`src/rtl/rv_mem_pkg.sv`:
```
// Shared encodings for the RV32I load/store unit and the word-organised data memory.
package rv_mem_pkg;

   // RV32I funct3 encodings for loads and stores
   localparam logic [2:0] F3Lb  = 3'b000;
   localparam logic [2:0] F3Lh  = 3'b001;
   localparam logic [2:0] F3Lw  = 3'b010;
   localparam logic [2:0] F3Lbu = 3'b100;
   localparam logic [2:0] F3Lhu = 3'b101;
   localparam logic [2:0] F3Sb  = 3'b000;
   localparam logic [2:0] F3Sh  = 3'b001;
   localparam logic [2:0] F3Sw  = 3'b010;

   // Memory read select codes
   localparam logic [2:0] RSelWord  = 3'd0;
   localparam logic [2:0] RSelHalf  = 3'd1;
   localparam logic [2:0] RSelByte  = 3'd2;
   localparam logic [2:0] RSelUHalf = 3'd3;
   localparam logic [2:0] RSelUByte = 3'd4;

   // Memory write select codes
   localparam logic [1:0] WSelWord = 2'd0;
   localparam logic [1:0] WSelHalf = 2'd1;
   localparam logic [1:0] WSelByte = 2'd2;

   typedef enum logic [2:0] {
      StIdle,
      StLd0,
      StLd1,
      StSt,
      StResp
   } lsu_state_e;

   // Access size in bytes (1, 2 or 4); 0 marks an unusable size field
   function automatic logic [2:0] access_size(input logic [2:0] funct3);
      logic [2:0] size;
      case (funct3[1:0])
         2'b00:   size = 3'd1;
         2'b01:   size = 3'd2;
         2'b10:   size = 3'd4;
         default: size = 3'd0;
      endcase
      return size;
   endfunction

   function automatic logic funct3_legal(input logic we, input logic [2:0] funct3);
      logic ok;
      if (we) begin
         ok = (funct3 == F3Sb) || (funct3 == F3Sh) || (funct3 == F3Sw);
      end else begin
         ok = (funct3 == F3Lb) || (funct3 == F3Lh) || (funct3 == F3Lw) ||
              (funct3 == F3Lbu) || (funct3 == F3Lhu);
      end
      return ok;
   endfunction

   // Write select for a naturally aligned store
   function automatic logic [1:0] store_wsel(input logic [2:0] funct3);
      logic [1:0] wsel;
      case (funct3)
         F3Sb:    wsel = WSelByte;
         F3Sh:    wsel = WSelHalf;
         default: wsel = WSelWord;
      endcase
      return wsel;
   endfunction

endpackage

```
`src/rtl/lsu_load_align.sv`:
```
// Extracts and extends a load result from two consecutive memory words.
module lsu_load_align
   import rv_mem_pkg::*;
(
   input  logic [31:0] hi_i,
   input  logic [31:0] lo_i,
   input  logic [1:0]  off_i,
   input  logic [2:0]  funct3_i,
   output logic [31:0] result_o
);

   logic [31:0] window;

   // Shift the 64-bit pair down to the addressed byte, then extend by access type
   always_comb begin
      window = 32'({hi_i, lo_i} >> {off_i, 3'b000});
      case (funct3_i)
         F3Lb:    result_o = {{24{window[7]}}, window[7:0]};
         F3Lh:    result_o = {{16{window[15]}}, window[15:0]};
         F3Lbu:   result_o = {24'd0, window[7:0]};
         F3Lhu:   result_o = {16'd0, window[15:0]};
         default: result_o = window;
      endcase
   end

endmodule

```
`src/rtl/lsu_dmem_master.sv`:
```
// RV32I load/store initiator for a word-organised data memory; splits misaligned accesses.
module lsu_dmem_master
   import rv_mem_pkg::*;
#(
   parameter bit SPLIT_MISALIGNED = 1'b1
) (
   input  logic        clk,
   input  logic        rst,
   input  logic        req_valid,
   output logic        req_ready,
   input  logic        req_we,
   input  logic [2:0]  req_funct3,
   input  logic [31:0] req_addr,
   input  logic [31:0] req_wdata,
   output logic        resp_valid,
   output logic [31:0] resp_rdata,
   output logic        resp_err,
   output logic [31:0] mem_addr,
   output logic [31:0] mem_dataw,
   input  logic [31:0] mem_datar,
   output logic        mem_wen,
   output logic [2:0]  mem_rsel,
   output logic [1:0]  mem_wsel
);

   lsu_state_e  state_q, state_d;
   logic [31:0] addr_q, addr_d;
   logic [31:0] wdata_q, wdata_d;
   logic [2:0]  funct3_q, funct3_d;
   logic [31:0] lo_q, lo_d;
   logic [31:0] hi_q, hi_d;
   logic [1:0]  bcnt_q, bcnt_d;
   logic        resp_valid_q, resp_valid_d;
   logic [31:0] resp_rdata_q, resp_rdata_d;
   logic        resp_err_q, resp_err_d;
   logic [31:0] mem_addr_q, mem_addr_d;
   logic [31:0] mem_dataw_q, mem_dataw_d;
   logic [1:0]  mem_wsel_q, mem_wsel_d;

   logic        req_fire;
   logic [2:0]  req_size;
   logic        req_mis;
   logic        req_err;
   logic [2:0]  cur_size;
   logic        cur_mis;
   logic        cur_cross;
   logic [1:0]  bcnt_last;
   logic [1:0]  bcnt_nxt;
   logic [31:0] wdata_shift;
   logic [31:0] hi_sel;
   logic [31:0] lo_sel;
   logic [31:0] load_result;

   // Request and in-flight access classification
   always_comb begin
      req_fire    = req_valid && req_ready;
      req_size    = access_size(req_funct3);
      req_mis     = ((req_size == 3'd2) && req_addr[0]) ||
                    ((req_size == 3'd4) && (req_addr[1:0] != 2'b00));
      req_err     = !funct3_legal(req_we, req_funct3) || (req_mis && !SPLIT_MISALIGNED);
      cur_size    = access_size(funct3_q);
      cur_mis     = ((cur_size == 3'd2) && addr_q[0]) ||
                    ((cur_size == 3'd4) && (addr_q[1:0] != 2'b00));
      cur_cross   = ({2'b00, addr_q[1:0]} + {1'b0, cur_size}) > 4'd4;
      bcnt_last   = cur_size[1:0] - 2'd1;
      bcnt_nxt    = bcnt_q + 2'd1;
      wdata_shift = wdata_q >> {bcnt_nxt, 3'b000};
      // The word being read this cycle feeds the aligner directly
      lo_sel      = (state_q == StLd0) ? mem_datar : lo_q;
      hi_sel      = (state_q == StLd1) ? mem_datar : hi_q;
   end

   lsu_load_align u_load_align (
      .hi_i     (hi_sel),
      .lo_i     (lo_sel),
      .off_i    (addr_q[1:0]),
      .funct3_i (funct3_q),
      .result_o (load_result)
   );

   // State and datapath registers with synchronous reset
   always_ff @(posedge clk) begin
      if (rst) begin
         state_q      <= StIdle;
         addr_q       <= '0;
         wdata_q      <= '0;
         funct3_q     <= '0;
         lo_q         <= '0;
         hi_q         <= '0;
         bcnt_q       <= '0;
         resp_valid_q <= 1'b0;
         resp_rdata_q <= '0;
         resp_err_q   <= 1'b0;
         mem_addr_q   <= '0;
         mem_dataw_q  <= '0;
         mem_wsel_q   <= '0;
      end else begin
         state_q      <= state_d;
         addr_q       <= addr_d;
         wdata_q      <= wdata_d;
         funct3_q     <= funct3_d;
         lo_q         <= lo_d;
         hi_q         <= hi_d;
         bcnt_q       <= bcnt_d;
         resp_valid_q <= resp_valid_d;
         resp_rdata_q <= resp_rdata_d;
         resp_err_q   <= resp_err_d;
         mem_addr_q   <= mem_addr_d;
         mem_dataw_q  <= mem_dataw_d;
         mem_wsel_q   <= mem_wsel_d;
      end
   end

   // Next-state logic
   always_comb begin
      state_d = state_q;
      unique case (state_q)
         StIdle: begin
            if (req_fire) begin
               if (req_err)     state_d = StResp;
               else if (req_we) state_d = StSt;
               else             state_d = StLd0;
            end
         end
         StLd0:  state_d = cur_cross ? StLd1 : StResp;
         StLd1:  state_d = StResp;
         StSt: begin
            if (!cur_mis || (bcnt_q == bcnt_last)) state_d = StResp;
         end
         StResp: state_d = StIdle;
         default: state_d = StIdle;
      endcase
   end

   // Datapath next values: memory-side address/data are set up one edge ahead of use
   always_comb begin
      addr_d       = addr_q;
      wdata_d      = wdata_q;
      funct3_d     = funct3_q;
      lo_d         = lo_q;
      hi_d         = hi_q;
      bcnt_d       = bcnt_q;
      resp_valid_d = 1'b0;
      resp_rdata_d = '0;
      resp_err_d   = 1'b0;
      mem_addr_d   = mem_addr_q;
      mem_dataw_d  = mem_dataw_q;
      mem_wsel_d   = mem_wsel_q;
      unique case (state_q)
         StIdle: begin
            if (req_fire) begin
               addr_d   = req_addr;
               wdata_d  = req_wdata;
               funct3_d = req_funct3;
               bcnt_d   = 2'd0;
               if (req_err) begin
                  resp_valid_d = 1'b1;
                  resp_err_d   = 1'b1;
               end else if (req_we) begin
                  mem_addr_d = req_addr;
                  if (req_mis) begin
                     mem_wsel_d  = WSelByte;
                     mem_dataw_d = {24'd0, req_wdata[7:0]};
                  end else begin
                     mem_wsel_d  = store_wsel(req_funct3);
                     mem_dataw_d = req_wdata;
                  end
               end else begin
                  mem_addr_d = {req_addr[31:2], 2'b00};
               end
            end
         end
         StLd0: begin
            lo_d = mem_datar;
            if (cur_cross) begin
               mem_addr_d = {addr_q[31:2] + 30'd1, 2'b00};
            end else begin
               resp_valid_d = 1'b1;
               resp_rdata_d = load_result;
            end
         end
         StLd1: begin
            hi_d         = mem_datar;
            resp_valid_d = 1'b1;
            resp_rdata_d = load_result;
         end
         StSt: begin
            if (cur_mis && (bcnt_q != bcnt_last)) begin
               bcnt_d      = bcnt_nxt;
               mem_addr_d  = addr_q + {30'd0, bcnt_nxt};
               mem_dataw_d = {24'd0, wdata_shift[7:0]};
            end else begin
               resp_valid_d = 1'b1;
            end
         end
         StResp: begin
         end
         default: begin
         end
      endcase
   end

   // Combinational outputs; write enable is gated by reset so no write lands while rst is high
   always_comb begin
      req_ready  = (state_q == StIdle) && !rst;
      mem_wen    = (state_q == StSt) && !rst;
      mem_rsel   = RSelWord;
      resp_valid = resp_valid_q;
      resp_rdata = resp_rdata_q;
      resp_err   = resp_err_q;
      mem_addr   = mem_addr_q;
      mem_dataw  = mem_dataw_q;
      mem_wsel   = mem_wsel_q;
   end

endmodule

```
`config.mk`:
```
export PLATFORM = sky130hd
export DESIGN_NAME = lsu_dmem_master
export DESIGN_NICKNAME = d
export VERILOG_FILES = /design/src/rtl/rv_mem_pkg.sv /design/src/rtl/lsu_load_align.sv /design/src/rtl/lsu_dmem_master.sv
export SDC_FILE = /design/constraint.sdc
export NUM_CORES = 1
export LEC_CHECK = 0
export ABC_AREA = 1
export BUFFER_PORTS_ARGS = -buffer_cell sky130_fd_sc_hd__buf_2
export CAP_MARGIN = 0
export CORE_ASPECT_RATIO = 1.4
export CORE_MARGIN = 2
export CORE_UTILIZATION = 41
export DETAILED_ROUTE_END_ITERATION = 8
export REMOVE_ABC_BUFFERS = 1
export SYNTH_ARGS = -nofsm -noshare
export SYNTH_HDL_FRONTEND = slang
export SYNTH_HIERARCHICAL = 1
export SYNTH_SLANG_ARGS = --single-unit
```
`constraint.sdc`:
```
create_clock -name clk -period 2.4 [get_ports clk]
set_clock_uncertainty 0.2 [all_clocks]
set_input_delay 0.24 -clock clk [delete_from_list [all_inputs] [get_ports clk]]
set_output_delay 0.24 -clock clk [all_outputs]
set_load 0.1 [all_outputs]
```
==> flow_summary.ini <==
[synthesis]
yosysWarningCount = 6
syn_avg_cell_area_sq_um = 6.66
synthesis.area_sq_um = 11700
synth_cells = 1760

[floorplanning]
core-area_sq_um = 28300
dieArea_sq_um = 30000
die_w_um = 147
initial_utilization_pct = 41.4
io_pins = 208
dieHeight_um = 204
rows = 73

[clocking]
cts_tree = built
cts_buffer_depth = 3
clock-sinks = 228
clk_latency_ns = 0.55
clkTransAtPathRegs_ns = 0.06
h-tree-depth = 1
ctsRootBufferMaster = clkbuf_16
numCtsBuffers = 24

[global_route]
grt_pass1_vias = 11683
gr-total-overflow = 0
antenna_found_initial = 1
grt_start_max_net_pins = 65
grt_pass1_wl_um = 58400
grt.total_usage_pct = 23.5

[place]
gp_congestion = 0.910
port_buffers = 204
dp_cells = 2302
dpl.hpwl_um = 24600

[sta]
finalMaxSlewViolations = 0
finalCritPeriodShare_pct = 99.9
max_slew_margin_pct = 60.4
maxClockFrequency_mhz = 417
tightest_slew_ns = 0.593
final_hold_viol_count = 0
setup_viol = 0
rsz0062_at_grt = yes
layout_min_cycle_time_ns = 2.40

[routing]
drt_iter0_drc = 648
drt_pass1_iterations = 5
wl_um = 36400
vias = 12419
wl_per_cell_um = 14.8
ant_nets = 0
viasPerCell = 5.05
drcViolationCount = 0

[worst_hold_path]
min_path_cells = 2
hp-class = reg2reg
whs_endpoint = mem_addr[23]
min-delay-start = mem_addr[23]

[outcome]
outcome = finished, final reports clean

[setup_path]
r2r_end = mem_addr[30]
required_ns = 2.67
cp-end-kind = flop
r2r_slack_ns = 0.003
cp_cell_sequence = buf_6 -> ha_4 -> fa_1 -> o211ai_1 -> nand3_2 -> buf_6 -> nand3b_4 -> buf_12 -> nand2_1 -> a21oi_1
start_kind = flop
crit_type = reg2reg
crit_arrival_ns = 2.67
crit_top_cell = buf_6
cp_max_fo = 8
path_delay_family = adder cells
cpMaxStageDelayCell = fa_1
r2r-start = addr_q[0]
reg2reg_depth = 10
crit_path_max_incr_delay_ns = 0.43
worst-path-buf-inv = 3

[layout]
nNetsFinal = 2176
instances_no_fill = 2459
area_delta_synth_final_pct = 32.2
layout_commonest_cell = nand2_1
final_cell_mix = 491 x nand2_1, 222 x dfxtp_1, 201 x buf_2, 198 x nand3_1, 192 x a21oi_1
layout-drive-gt1-share_pct = 21.0

[power_and_ir_drop]
p_per_area_nw_per_um2 = 945
peakVddDrop_v = 0.000996
p_leak_nw = 6.92
power.total_mw = 14.6

[run]
maxCapViolations = 0
[per-layer routing]
metal / global-route usage (%) / share of wire (%) / wire, um
met5: 0 / 0 / 0
met4: 7.21 / 2.6 / 963
met3: 3.08 / 5.3 / 1920
met2: 43.0 / 50 / 18000
met1: 28.8 / 43 / 15500
[power by group]
part           internal (mW)  total, mW  switching (mW)
Combinational           1.77       6.18            4.41
Sequential              4.33       4.67           0.343
Clock                   2.19       3.79            1.61
[worst min-delay path: stages (launching register included)]
cell and delay, ns:
dfxtp_1 0.31, nand2_1 0.06, a21oi_1 0.05
[state kept, by name, indices dropped and copies added, names as in the netlist]
signal      flops
funct3_q        3
state_q         3
mem_dataw      32
mem_addr       32
resp_rdata     32
resp_valid      1
hi_q           24
bcnt_q          2
mem_wsel        2
resp_err        1
lo_q           32
wdata_q        32
addr_q         32
[worst max-delay path by stage]
stage | startpoint | endpoint | cells past startpoint
final | addr_q[0] | mem_addr[30] | 10
after global routing | addr_q[0] | mem_addr[12] | 10
after floorplan | state_q[1] | resp_rdata[16] | 11
after detailed placement | bcnt_q[0] | mem_addr[30] | 14
after global placement | bcnt_q[0] | mem_addr[30] | 15
after CTS | addr_q[0] | mem_addr[14] | 10
[per-stage QoR]
step                hold WS (ns)  setup WS [ns]  util [%]  TNS [ns]  area [sq um]
floorplan                  0.102          -1.38         -   -104.01         11200
global placement           0.249        -0.0833      47.2    -0.193         13400
detailed placement         0.249         -0.135      47.2    -0.889         13400
CTS                        0.259        0.00514      54.1         0         15300
global route               0.282        -0.0836      54.7     -1.22         15500
finish                     0.259        0.00348      54.7         0         15500
[layout make-up]
cell class	instances	area [sq um]
timing repair buffer	380	2800
fill	2833	12800
clock inverter	10	118
multi-input combinational	1266	6230
tap	375	469
antenna	1	2.50
sequential	228	4570
clock buffer	33	674
inverter	166	626
[timing repair]
item | 4_1_cts | 5_1_grt
setup endpoints to repair | 31 | 60
buffers inserted | 3 | 6
cloned | 1 | 0
hold buffers | 103 | 0
endpoints found under the hold margin | 200 | 0
pin swaps | 4 | 17
gates resized for setup | 27 | 41
(Power assumes the default switching activity.)
